**src/rtl/nac_pkg.sv**
```systemverilog
// rtl/nac_pkg.sv - shared state encoding and parameter defaults for the coder/host SRAM arbiter
package nac_pkg;
  localparam int ADDR_W_DEF   = 8;
  localparam int DATA_W_DEF   = 32;
  localparam int MAX_WAIT_DEF = 16;

  typedef enum logic [1:0] {
    ST_IDLE      = 2'd0,
    ST_CDR_DATA  = 2'd1,
    ST_HOST_DATA = 2'd2
  } nac_state_e;
endpackage

```
**src/rtl/nac_starve_cnt.sv**
```systemverilog
// rtl/nac_starve_cnt.sv - saturating host-wait counter with clear and terminal flag
module nac_starve_cnt #(
  parameter int MAX = 16
) (
  input  logic clk_i,
  input  logic reset_i,
  input  logic inc_i,
  input  logic clr_i,
  output logic at_max_o
);
  localparam int CW = $clog2(MAX + 1);

  logic [CW-1:0] cnt_q, cnt_d;

  always_comb begin
    cnt_d = cnt_q;
    if (clr_i) begin
      cnt_d = '0;
    end else if (inc_i && (cnt_q != CW'(MAX))) begin
      cnt_d = cnt_q + 1'b1;
    end
  end

  always_ff @(posedge clk_i) begin
    if (reset_i) begin
      cnt_q <= '0;
    end else begin
      cnt_q <= cnt_d;
    end
  end

  assign at_max_o = (cnt_q == CW'(MAX));
endmodule

```
**src/rtl/nac_mem_arb.sv**
```systemverilog
// rtl/nac_mem_arb.sv - single-port SRAM arbiter: coder reads have priority, host gets a forced slot after MAX_WAIT
module nac_mem_arb
  import nac_pkg::*;
#(
  parameter int ADDR_W   = ADDR_W_DEF,
  parameter int DATA_W   = DATA_W_DEF,
  parameter int MAX_WAIT = MAX_WAIT_DEF
) (
  input  logic              clk_i,
  input  logic              reset_i,
  input  logic              cdr_rd_en_i,
  input  logic [ADDR_W-1:0] cdr_addr_i,
  output logic [DATA_W-1:0] cdr_rd_data_o,
  output logic              cdr_stall_o,
  input  logic              table_lock_i,
  input  logic              host_req_i,
  input  logic              host_we_i,
  input  logic [ADDR_W-1:0] host_addr_i,
  input  logic [DATA_W-1:0] host_wdata_i,
  output logic              host_gnt_o,
  output logic [DATA_W-1:0] host_rd_data_o,
  output logic              host_rd_vld_o,
  output logic              sram_ce_o,
  output logic              sram_we_o,
  output logic [ADDR_W-1:0] sram_addr_o,
  output logic [DATA_W-1:0] sram_wdata_o,
  input  logic [DATA_W-1:0] sram_rdata_i
);
  nac_state_e state_q, state_d;
  logic       host_elig;
  logic       starve_max;

  assign host_elig = host_req_i & (~host_we_i | ~table_lock_i);

  // Outputs are gated by reset so an in-flight read never surfaces while resetting.
  always_comb begin
    state_d        = state_q;
    cdr_stall_o    = cdr_rd_en_i;
    cdr_rd_data_o  = '0;
    host_gnt_o     = 1'b0;
    host_rd_data_o = '0;
    host_rd_vld_o  = 1'b0;
    sram_ce_o      = 1'b0;
    sram_we_o      = 1'b0;
    sram_addr_o    = '0;
    sram_wdata_o   = '0;
    if (!reset_i) begin
      case (state_q)
        ST_IDLE: begin
          if (host_elig && (!cdr_rd_en_i || starve_max)) begin
            host_gnt_o  = 1'b1;
            sram_ce_o   = 1'b1;
            sram_we_o   = host_we_i;
            sram_addr_o = host_addr_i;
            if (host_we_i) begin
              sram_wdata_o = host_wdata_i;
            end else begin
              state_d = ST_HOST_DATA;
            end
          end else if (cdr_rd_en_i) begin
            sram_ce_o   = 1'b1;
            sram_addr_o = cdr_addr_i;
            state_d     = ST_CDR_DATA;
          end
        end
        ST_CDR_DATA: begin
          cdr_rd_data_o = sram_rdata_i;
          cdr_stall_o   = 1'b0;
          state_d       = ST_IDLE;
        end
        ST_HOST_DATA: begin
          host_rd_data_o = sram_rdata_i;
          host_rd_vld_o  = 1'b1;
          state_d        = ST_IDLE;
        end
        default: state_d = ST_IDLE;
      endcase
    end
  end

  always_ff @(posedge clk_i) begin
    if (reset_i) begin
      state_q <= ST_IDLE;
    end else begin
      state_q <= state_d;
    end
  end

  nac_starve_cnt #(.MAX(MAX_WAIT)) u_starve (
    .clk_i    (clk_i),
    .reset_i  (reset_i),
    .inc_i    (host_elig & ~host_gnt_o),
    .clr_i    (~host_elig | host_gnt_o),
    .at_max_o (starve_max)
  );
endmodule
```
**config.mk**
```make
export PLATFORM = sky130hd
export DESIGN_NAME = nac_mem_arb
export DESIGN_NICKNAME = d
export VERILOG_FILES = /design/src/rtl/nac_pkg.sv /design/src/rtl/nac_starve_cnt.sv /design/src/rtl/nac_mem_arb.sv
export SDC_FILE = /design/constraint.sdc
export NUM_CORES = 1
export LEC_CHECK = 0
export ABC_AREA = 1
export CORE_MARGIN = 4
export CORE_UTILIZATION = 24
export DETAILED_ROUTE_END_ITERATION = 8
export PLACE_DENSITY = 0.85
export SLEW_MARGIN = 20
export SYNTH_ARGS = -nofsm -noshare
export SYNTH_HDL_FRONTEND = slang
export SYNTH_HIERARCHICAL = 1
export SYNTH_SLANG_ARGS = --single-unit
```
**constraint.sdc**
```tcl
create_clock -name clk_i -period 2.44 [get_ports clk_i]
set_input_delay 0.244 -clock clk_i [delete_from_list [all_inputs] [get_ports clk_i]]
set_output_delay 0.244 -clock clk_i [all_outputs]
set_load 0.02 [all_outputs]
```
==> results.toml <==
[synth]
synth_top_cell_by_area = "nor2_1"
syn_area_mm2 = 0.00132
ys_seq_elements = 7
netlist_instances = 287
synth_warnings = 6
synth_cell_types = 15
synth_fp_nets = 375
netlist_top_cells_area = "nor2_1, inv_1, nand2_1, dfxtp_1, nor2_2"
seq_area_frac_synth = 0.106
avgSynthCellArea_um2 = 4.61
synth_top_area_share = 0.309

[run]
maxCapViolCount = 0

[drt]
antenna_left = 0
wire_per_inst_um = 11.7
drtPass1Iterations = 4
drc = 0
routed_wl_um = 6420
vias = 2195
via_per_inst = 4.00
drt_iter0_drc = 57

[die]
dieArea_mm2 = 0.00677
die_w_um = 82.3
std_cell_rows = 26
die_y_um = 82.3
core_area_mm2 = 0.00524
initial_core_util = 0.253
ioPinCount = 195

[clock_tree]
root_buffer = "clkbuf_8"
clock-sinks = 7
cts_hold_buf = 0
clk-insertion-delay-late_ns = 0.22
numCtsBuffers = 3
h-tree-depth = 1
cts.clk_slew.worst_paths_ns = 0.04
cts_tree = "yes"
cts_buffer_depth = 2

[global_routing]
grt_max_degree = 34
antenna_found_initial = 0
grt_usage = 0.168
grt_pass1_wl_um = 9100
grt_pass1_vias = 1972
overflow = 0

[worst_hold_path]
min_from = "u_starve/cnt_q[4]$_SDFFE_PP0P_"
min-delay-path-class = "flop to flop"

[cells_and_area]
areaGrowthSynthToFinish_pct = 142
nets = 568
multi_input_area_um2 = 786
antennaDiodeCount = 0
drive_above_1_share = 0.138
register_area_um2 = 140
fill_cells = 493
final_util = 0.612

[power_and_ir_drop]
power.density_mw_per_mm2 = 205
p_leak_nw = 1.74
peakVddDrop_mv = 0.242

[setup_path]
crit_type = "flop to primary output"
crit_fanout = 10
rr_worst_depth = 18
cp-end-kind = "primary output"
cp-endpoint = "sram_addr_o[1]"
critPathArrivalTime_ns = 2.02
crit_required_ns = 2.20
r2r_setup_slack_ns = 0.26
cp_cell_sequence = "inv_1 -> ha_1 -> nand2_1 -> inv_1 -> nand2_2 -> inv_1 -> inv_1 -> nand2_1 -> nand3_2 -> nor2_4 -> buf_4 -> nand2_1 -> nand2_1 -> clkdlybuf4s15_1"
startpoint = "u_starve/cnt_q[0]$_SDFFE_PP0P_"
crit-reg2reg-capture = "u_starve/cnt_q[4]$_SDFFE_PP0P_"
reg2reg_from = "u_starve/cnt_q[0]$_SDFFE_PP0P_"
max_stage_delay_ns = 0.34
cp-start-kind = "flop"
slowest_stage = "dfxtp_1"

[timing]
min_period_ns = 2.26
hold_violations = 0
tightest_slew_ns = 0.268
slew_headroom = 0.821
post-route-period-util = 0.928
rsz0062_at_grt = "false"
slew_violations = 0
fin_worst_skew_ns = 0.000680
fmax_mhz = 442
fin_setup_tns_ns = 0
postLayoutSetupSlackWorst_ns = 0.175
setup_viol = 0

[place]
place_ws_ns = 0.0335
hpwl_um = 5610
port-buffer-count = 194
gp_congestion = 0.779

[status]
status = "complete, no violations"
-- critical path, delay by kind of cell, from the launching register on --
family                     cells  cell delay (ns)
buffers and inverters          6             0.75
adders and majority gates      1             0.13
DFF                            1             0.34
and+or+nand+nor                7             0.57
-- routing by layer --
layer,GRT usage,part of all wire,vias up
met5,0,0,-
met4,0.0482,0.017,0
met3,0.0564,0.12,10
met2,0.349,0.55,107
met1,0.148,0.31,918
li1,-,-,1160
-- placed cells by master, fill, tap and decap left out, types with 3 or more instances in the layout --
| master | instances |
|---|---|
| nand3_1 | 3 |
| clkbuf_2 | 38 |
| buf_4 | 3 |
| clkbuf_8 | 3 |
| nand2_1 | 41 |
| inv_1 | 89 |
| dfxtp_1 | 7 |
| a21oi_1 | 5 |
| clkdlybuf4s50_1 | 152 |
| nor2_1 | 108 |
| nor2_2 | 13 |
-- how the worst min path moves through the flow --
stage,end,slack [ns],cells past startpoint
floorplan,state_q[0]$_SDFFE_PP0P_,0.39,2
global placement,u_starve/cnt_q[4]$_SDFFE_PP0P_,0.49,2
detailed placement,u_starve/cnt_q[4]$_SDFFE_PP0P_,0.50,2
CTS,u_starve/cnt_q[4]$_SDFFE_PP0P_,0.50,2
global route,u_starve/cnt_q[4]$_SDFFE_PP0P_,0.55,2
finish,u_starve/cnt_q[4]$_SDFFE_PP0P_,0.50,2
-- synth_stat cells, drive strengths merged --
library cell / number
inv: 89
nor3: 1
nor2: 123
ha: 2
nand2: 44
buf: 11
dfxtp: 7
a21oi: 5
nand3: 5
-- power breakdown --
group	switching [mW]	internal (mW)
registers	0.00308	0.118
logic	0.168	0.205
clock network	0.0504	0.113
total	0.221	0.436
-- through the flow --
step,area [um2],power [mW],instances,hold slack [ns]
CTS,3340,0.666,549,0.502
global placement,3340,0.504,545,0.494
floorplan,1320,0.274,287,0.389
global route,3200,0.704,549,0.551
finish,3200,0.657,549,0.500
detailed placement,3340,0.510,545,0.496
-- registers in the layout, indices dropped and copies added (netlist names) --
name            count
state_q             2
u_starve/cnt_q      5
-- layout make-up --
type                       instances  area share
tap                               70      0.0273
multi-input combinational        180       0.245
sequential                         7      0.0437
timing repair buffer             199       0.565
inverter                          89       0.104
clock buffer                       4      0.0141
-- kinds of logic after synthesis --
kind of cell	share of synthesized area
AOI/OAI and AO/OA	0.0189
and+or+nand+nor	0.543
DFF	0.106
buffers and inverters	0.313
adders and majority gates	0.0189
-- repair_timing --
item / 4_1_cts / 5_1_grt
endpoints found under the setup margin: 41 / 41
resized for setup: 44 / 79
buffers inserted: 0 / 0
(Power assumes the default switching activity.)
